File: config.mk
export PLATFORM = sky130hd
export DESIGN_NAME = alu_issue_ctrl
export DESIGN_NICKNAME = d
export VERILOG_FILES = /design/src/rtl/alu_pkg.sv /design/src/rtl/multu_seq.sv /design/src/rtl/alu_issue_ctrl.sv
export SDC_FILE = /design/constraint.sdc
export NUM_CORES = 1
export LEC_CHECK = 0
export CAP_MARGIN = 20
export CORE_MARGIN = 2
export CORE_UTILIZATION = 57
export DETAILED_ROUTE_END_ITERATION = 8
export PLACE_DENSITY = 0.87
export SYNTH_ARGS = -nofsm -noshare
export SYNTH_HDL_FRONTEND = slang
export SYNTH_SLANG_ARGS = --single-unit
File: constraint.sdc
create_clock -name clk -period 6.4 [get_ports clk]
set_input_delay 1.28 -clock clk [delete_from_list [all_inputs] [get_ports clk]]
set_output_delay 1.28 -clock clk [all_outputs]
set_load 0.005 [all_outputs]
File: src/rtl/alu_pkg.sv
// Shared definitions for the ALU issue stage: ALU Signal codes, alu_op/funct codes,
// MULTU sequencer states and the ID-stage decoder.
package alu_pkg;

  localparam int unsigned AluW = 32;

  typedef enum logic [2:0] {
    AluAnd = 3'b000,
    AluOr  = 3'b001,
    AluAdd = 3'b010,
    AluSub = 3'b110,
    AluSlt = 3'b111
  } alu_sig_e;

  typedef enum logic [1:0] {
    OpMem    = 2'b00,
    OpBranch = 2'b01,
    OpRtype  = 2'b10,
    OpRsvd   = 2'b11
  } alu_op_e;

  localparam logic [5:0] FnAdd   = 6'b100000;
  localparam logic [5:0] FnSub   = 6'b100010;
  localparam logic [5:0] FnAnd   = 6'b100100;
  localparam logic [5:0] FnOr    = 6'b100101;
  localparam logic [5:0] FnSlt   = 6'b101010;
  localparam logic [5:0] FnMultu = 6'b011001;

  typedef enum logic {
    StIdle = 1'b0,
    StMul  = 1'b1
  } mul_state_e;

  typedef struct packed {
    logic [2:0] sig;
    logic       illegal;
    logic       is_mul;
  } dec_t;

  // Undecodable ops still issue as ADD so the datapath sees a defined control word.
  function automatic dec_t decode(logic [1:0] op, logic [5:0] fn);
    dec_t d;
    d.sig     = AluAdd;
    d.illegal = 1'b0;
    d.is_mul  = 1'b0;
    case (op)
      OpMem:    d.sig = AluAdd;
      OpBranch: d.sig = AluSub;
      OpRtype: begin
        case (fn)
          FnAdd:   d.sig = AluAdd;
          FnSub:   d.sig = AluSub;
          FnAnd:   d.sig = AluAnd;
          FnOr:    d.sig = AluOr;
          FnSlt:   d.sig = AluSlt;
          FnMultu: d.is_mul = 1'b1;
          default: d.illegal = 1'b1;
        endcase
      end
      default:  d.illegal = 1'b1;
    endcase
    return d;
  endfunction

endpackage

File: src/rtl/multu_seq.sv
// Unsigned shift-add multiplier: one partial-product step per clock, result into hilo.
module multu_seq
  import alu_pkg::*;
#(
  parameter int unsigned W         = 32,
  parameter int unsigned MUL_STEPS = W
) (
  input  logic           clk,
  input  logic           rst_n,
  input  logic           start,
  input  logic           abort,
  input  logic [W-1:0]   a,
  input  logic [W-1:0]   b,
  output logic           busy,
  output logic           done,
  output logic [2*W-1:0] hilo
);

  localparam int unsigned CntW = $clog2(MUL_STEPS);

  mul_state_e      state_q;
  logic [2*W-1:0]  p_q;
  logic [2*W-1:0]  p_step;
  logic [W-1:0]    m_q;
  logic [CntW-1:0] cnt_q;
  logic [W:0]      t;

  // The adder result keeps its carry as the new top bit of P.
  always_comb begin
    t      = {1'b0, p_q[2*W-1:W]} + (p_q[0] ? {1'b0, m_q} : '0);
    p_step = {t, p_q[W-1:1]};
  end

  assign busy = (state_q == StMul);

  always_ff @(posedge clk or negedge rst_n) begin
    if (!rst_n) begin
      state_q <= StIdle;
      p_q     <= '0;
      m_q     <= '0;
      cnt_q   <= '0;
      hilo    <= '0;
      done    <= 1'b0;
    end else begin
      done <= 1'b0;
      if (abort) begin
        state_q <= StIdle;
        cnt_q   <= '0;
      end else begin
        case (state_q)
          StIdle: begin
            if (start) begin
              p_q     <= {{W{1'b0}}, b};
              m_q     <= a;
              cnt_q   <= '0;
              state_q <= StMul;
            end
          end
          StMul: begin
            p_q   <= p_step;
            cnt_q <= cnt_q + 1'b1;
            if (cnt_q == CntW'(MUL_STEPS - 1)) begin
              hilo    <= p_step;
              done    <= 1'b1;
              state_q <= StIdle;
            end
          end
          default: state_q <= StIdle;
        endcase
      end
    end
  end

endmodule

File: src/rtl/alu_issue_ctrl.sv
// ID/EX issue stage: decodes ALUOp+funct, registers operands and ALU Signal with a
// valid/ready handshake, and hands MULTU to the shift-add sequencer.
module alu_issue_ctrl
  import alu_pkg::*;
#(
  parameter int unsigned W         = 32,
  parameter int unsigned MUL_STEPS = W
) (
  input  logic           clk,
  input  logic           rst_n,
  input  logic           in_valid,
  output logic           in_ready,
  input  logic [1:0]     alu_op,
  input  logic [5:0]     funct,
  input  logic [W-1:0]   a_in,
  input  logic [W-1:0]   b_in,
  input  logic           flush,
  output logic [W-1:0]   alu_a,
  output logic [W-1:0]   alu_b,
  output logic [2:0]     alu_signal,
  output logic           out_valid,
  output logic           illegal,
  output logic           mul_busy,
  output logic           mul_done,
  output logic [2*W-1:0] hilo
);

  dec_t dec;
  logic accept;
  logic mul_start;

  assign dec       = decode(alu_op, funct);
  assign in_ready  = ~mul_busy;
  // Flush wins over a simultaneous transfer; the offered instruction is dropped.
  assign accept    = in_valid & in_ready & ~flush;
  assign mul_start = accept & dec.is_mul;

  multu_seq #(
    .W         (W),
    .MUL_STEPS (MUL_STEPS)
  ) u_multu_seq (
    .clk   (clk),
    .rst_n (rst_n),
    .start (mul_start),
    .abort (flush),
    .a     (a_in),
    .b     (b_in),
    .busy  (mul_busy),
    .done  (mul_done),
    .hilo  (hilo)
  );

  // Operands and Signal only load on a non-MULTU accept; otherwise they hold.
  always_ff @(posedge clk or negedge rst_n) begin
    if (!rst_n) begin
      alu_a      <= '0;
      alu_b      <= '0;
      alu_signal <= '0;
      out_valid  <= 1'b0;
      illegal    <= 1'b0;
    end else begin
      out_valid <= 1'b0;
      illegal   <= 1'b0;
      if (accept && !dec.is_mul) begin
        alu_a      <= a_in;
        alu_b      <= b_in;
        alu_signal <= dec.sig;
        out_valid  <= 1'b1;
        illegal    <= dec.illegal;
      end
    end
  end

endmodule
==> results of run 1 <==
## worst min-delay path, stage by stage (launching register included)
cell and delay [ns]:
dfrtp_1 0.34, nand2_1 0.04, o21ai_0 0.06
## cells in the final DEF (no fill, tap or decap), types with 33 or more instances in the layout
| cell | synthesis | layout |
|---|---|---|
| a21oi_1 | 40 | 40 |
| nand2_1 | 374 | 373 |
| dfrtp_1 | 236 | 235 |
| and2_1 | 33 | 33 |
| ha_1 | 37 | 37 |
| nor2_1 | 40 | 40 |
| clkdlybuf4s50_1 | 0 | 210 |
| mux2i_1 | 37 | 37 |
| mux2_2 | 49 | 49 |
| o21ai_0 | 62 | 62 |
## stage by stage
step                cell area [µm²]  power (mW)
finish                        14700        3.35
global route                  14700        3.47
CTS                           14600        3.36
detailed placement            13800        1.94
global placement              13800        1.92
floorplan                     11600        1.71
## cell families after synthesis
group / synth area share
flops: 0.509
simple gates: 0.194
compound gates: 0.124
buf+inv: 0.0324
fa+ha+maj: 0.0416
xor+xnor: 0.0189
mux: 0.0808
## layout make-up
class / count / area (µm²)
clock buffers: 36 / 717
multi-input cells: 885 / 5330
repair buffers: 221 / 2200
clock inverters: 10 / 96.3
flip-flops and latches: 236 / 5910
fillers: 1401 / 5450
well taps: 270 / 338
inverters: 17 / 63.8
## metal layers
metal | global-route usage | routed length (µm)
met1 | 0.379 | 12900
met2 | 0.469 | 14400
met3 | 0.0469 | 1680
met4 | 0.111 | 1010
met5 | 0 | 0
## registers in the layout (all words and copies together), names as in the netlist
name,count
alu_a,32
u_multu_seq.m_q,32
u_multu_seq.p_q,64
out_valid,1
u_multu_seq.done,1
u_multu_seq.hilo,64
u_multu_seq.cnt_q,5
alu_b,32
illegal,1
u_multu_seq.busy,1
alu_signal,3
## path summary, 6_finish.rpt
kind	from	cells past startpoint	slack, ns	endpoint
setup / recovery	u_multu_seq.p_q[0]	11	2.72	u_multu_seq.p_q[57]
hold / removal	u_multu_seq.hilo[49]	2	0.47	u_multu_seq.hilo[49]
setup reg to reg	u_multu_seq.p_q[0]	11	2.72	u_multu_seq.p_q[57]
hold reg to reg	u_multu_seq.hilo[49]	2	0.47	u_multu_seq.hilo[49]
max in group asynchronous	rst_n	2	4.23	alu_b[15]
min in group asynchronous	rst_n	1	0.82	u_multu_seq.m_q[7]
## power by group through the flow
stage          registers [mW]  clock network, mW  logic, mW
6_report                 1.61               1.43      0.304
5_1_grt                  1.62               1.52      0.336
4_1_cts                  1.61               1.45      0.309
3_5_place_dp             1.63                  0      0.305
3_3_place_gp             1.63                  0      0.294
2_1_floorplan            1.63                  0     0.0827
==> run metrics, run 1 <==
status complete, no violations; Max VDD drop 0.195 mV; Fin. Hold Viols 0; CP Cell Sequence and2_1, ha_1, inv_1, fa_1, and2b_1, o2111ai_2, a211oi_1, nor3_1, nor3_1, nor3_1, o31ai_1; clock share of power 0.429; RePlAce Congestion 0.943; PortBufs 211; ys async rst share 1.00; Crit Path Category register to register; Vias/cell 5.69; chip width 147 µm; clk_lat worst skew 0.54 ns; Slowest Stage Delay on Critical Path 0.99 ns; Hold Buf Count CTS 0; CP max FO 33; Synth Warn # 0; most common cell in the netlist nand2_1; dpl ws 2.26 ns; Synth area leader dfrtp_1; Finished Layout Cells 1675; PostCTS Resize Cnt 0; Critical Path Source Type register; CTS buffer count 25; Max H-tree Level 1; ant diodes 0; MaxCap Viol Count 0; pwr dens 228 nW/µm²; Avg Cell Area, Syn 9.63 µm²; Slew @ Worst Pin 0.991 ns; layout cells sized above 1 0.0904; cells after synthesis 1205; first-pass GRT wire length 50000 µm; Root Driver clkbuf_16; Relative slew margins 0.340; vias in the first global route 9820; CP bufs+invs 1; Global Route Usage Sum 0.284; Post-Place Cells 1628; final worst slack 2.72 ns; # IOs 212; Yosys cell types 75; pin count of the biggest net entering global routing 123; DRT Pass-1 Iters 5; Post-DRT Antenna Nets 0; Synth area leaders dfrtp_1 (51%), nand2_1 (12%), mux2_2 (4.8%), ha_1 (4.0%), mux2i_1 (3.2%); switching power total 0.789 mW; synthesized area 11600 µm²; DR WL/cell 17.9 µm; Tcrit/Tclk final 0.575; grt ovf 0; CP endpoint kind register; Fmax 272 MHz; Final Skew 0.0215 ns; Critical Path AT 4.12 ns; number of post-CTS setup repair buffers 0; # DRC 0; drt total wl 30000 µm; post-DP HPWL 20200 µm; die height 147 µm; number of setup violations in the final report 0; Initial Util 0.577; Post-Syn Nets 1319; Core ar. 20100 µm²; CP most frequent cell nor3_1; EDFF count, synth 0; clock sink count 236; Internal 2.56 mW; Flop pwr share 0.481; Layout Utilization 0.729; Longest Clk Path Bufs 3; Logic pwr share 0.091; TNS Setup 0 ns; Hold Crit Class register to register; Worst EP required 6.84 ns; Max Slew Vio Count 0; Slowest-stage cell, CP dfrtp_1; initial antenna violation count 0; Synth Register Bits 236; ys flop type dfrtp_1; hold_ws 0.474 ns; initial DRC count 579; final net count 1500; top-area cell type share of the netlist area 0.509; RSZ-0062 raised after global routing no; row cnt 52; Largest delay share family, worst path simple AND/OR/NAND/NOR gates; Worst-path clk slew 0.06 ns; min Tclk post-route 3.68 ns; Post-synth top cells nand2_1 (374), dfrtp_1 (236), o21ai_0 (62); register area share after synthesis 0.509; Vias 9531; area grow syn2layout 26.3%; leak pwr 7.22 nW; CTS tree built; area of the die 21500 µm²; Sw Share 0.236
Note: power is estimated with default switching activity, not from simulation.
==> inputs of run 2 (changes only) <==
Settings changed: CORE_UTILIZATION 57 to 48, PLACE_DENSITY 0.87 to 0.78.
Clock period 6.4 ns to 3.1 ns, I/O delays scaled along.
==> run metrics, run 2 (synthesis results as in run 1) <==
Post-DRT Antenna Nets 0; Core ar. 23600 µm²; dpl ws 0.105 ns; clock sink count 236; Relative slew margins 0.543; clk_lat worst skew 0.52 ns; area of the die 25400 µm²; Max Slew Vio Count 0; post-DP HPWL 21300 µm; hold_ws 0.104 ns; row cnt 56; Hold Crit Class input port to async pin; Vias 9436; PortBufs 211; Worst EP required 3.50 ns; Worst-path clk slew 0.06 ns; final net count 1517; DRT Pass-1 Iters 5; Reg2Reg Launch Point u_multu_seq.p_q[0]; RSZ-0062 raised after global routing yes; Finished Layout Cells 1742; Reg area 5910 µm²; CTS tree built; Layout fillers 1888; initial antenna violation count 2; Worst R2R Setup Slack 0.14 ns; area grow syn2layout 29.9%; Vias/cell 5.42; CTS buffer count 26; Post-Place Cells 1693; # DRC 0; FF-to-FF path depth 12; Global Route Usage Sum 0.237; Initial Util 0.491; die height 159 µm; CP endpoint kind register; leak pwr 7.38 nW; largest registers u_multu_seq.hilo x64, u_multu_seq.p_q x64; MaxCap Viol Count 0; DR WL/cell 17.5 µm; Final Skew 0.0165 ns; CP max FO 21; grt ovf 0; area of the multi-input gates 5350 µm²; Crit Path Category register to register; Slew @ Worst Pin 0.686 ns; most common cell after layout, fill and taps aside nand2_1; r2r endpoint u_multu_seq.p_q[59]; vias in the first global route 9618; Fmax 338 MHz; RePlAce Congestion 0.964; first-pass GRT wire length 49900 µm; layout cells sized above 1 0.106; Root Driver clkbuf_16; pwr dens 484 nW/µm²; Critical Path Source Type register; chip width 159 µm; min Tclk post-route 2.96 ns; final worst slack 0.140 ns; status complete, no violations; Max VDD drop 0.364 mV; Max H-tree Level 1; Fin. Hold Viols 0; initial DRC count 617; Critical Path AT 3.36 ns; # IOs 212; Tcrit/Tclk final 0.955; drt total wl 30400 µm; Longest Clk Path Bufs 3; number of setup violations in the final report 0; commonest cells after routing, fill and taps aside nand2_1 (373), dfrtp_1 (235), clkdlybuf4s50_1 (210); pin count of the biggest net entering global routing 87
[run 2: changes by cell type in the layout (fill, tap and decap cells not counted), sizes merged]
| cell | delta |
|---|---|
| buf | +16 |
| bufinv | +4 |
| clkbuf | -4 |
| clkinvlp | +2 |
| inv | -2 |
| clkinv | +1 |
| diode | +1 |
[run 2: critical path, cell delays in order, from the launching register on]
cell and delay, ns:
dfrtp_1 0.39, buf_12 0.17, and2_1 0.13, ha_1 0.15
inv_1 0.06, fa_1 0.39, and2b_1 0.25, o2111ai_2 0.20
a211oi_4 0.33, o21ai_1 0.15, o21ai_2 0.18, mux2i_1 0.12
a221o_1 0.32
[run 2: area by class of cell]
cell class,count,share of cell area
multi-input combinational,885,0.355
antenna,1,0.000166
inverter,17,0.00423
timing repair buffer,237,0.160
tap,319,0.0265
clock buffer,32,0.0487
clock inverter,15,0.0136
sequential,236,0.392
[run 2: per-layer routing]
metal  wire, µm  global-route usage  share of wire  vias to the layer above
li1           -                   -              -                     4500
met1      13600               0.325           0.45                     4594
met2      14300               0.383           0.47                      272
met3       1670              0.0425          0.055                       68
met4        917              0.0785          0.030                        2
met5         13                   0        0.00043                        -
[run 2: worst max path at each step]
stage	from	endpoint	slack (ns)	depth (start not counted)
after floorplan	u_multu_seq.p_q[0]	u_multu_seq.p_q[59]	0.48	10
after global placement	u_multu_seq.p_q[0]	u_multu_seq.p_q[59]	0.15	12
final	u_multu_seq.p_q[0]	u_multu_seq.p_q[59]	0.14	12
after global routing	u_multu_seq.p_q[0]	u_multu_seq.p_q[59]	-0.02	12
after detailed placement	u_multu_seq.p_q[0]	u_multu_seq.p_q[59]	0.10	12
after CTS	u_multu_seq.p_q[0]	u_multu_seq.p_q[59]	0.08	12
[run 2: timing repair]
action                     4_1_cts  5_1_grt
setup endpoints to repair        0        8
setup buffers                    0        1
resized for setup                0        3
hold buffers                     0        0
[run 2: where the power goes]
part / switching (mW) / internal, mW
sequential: 0.0863 / 3.23
combinational: 0.282 / 0.363
clock: 1.25 / 2.09
total: 1.62 / 5.68
[run 2: through the flow]
| step | total power [mW] | util | area (µm²) | TNS [ns] |
|---|---|---|---|---|
| after global routing | 7.58 | 0.638 | 15100 | -0.0197 |
| after floorplan | 3.53 | - | 11600 | 0 |
| after detailed placement | 4.02 | 0.597 | 14100 | 0 |
| final | 7.30 | 0.638 | 15100 | 0 |
| after global placement | 3.99 | 0.597 | 14100 | 0 |
| after CTS | 7.38 | 0.637 | 15000 | 0 |
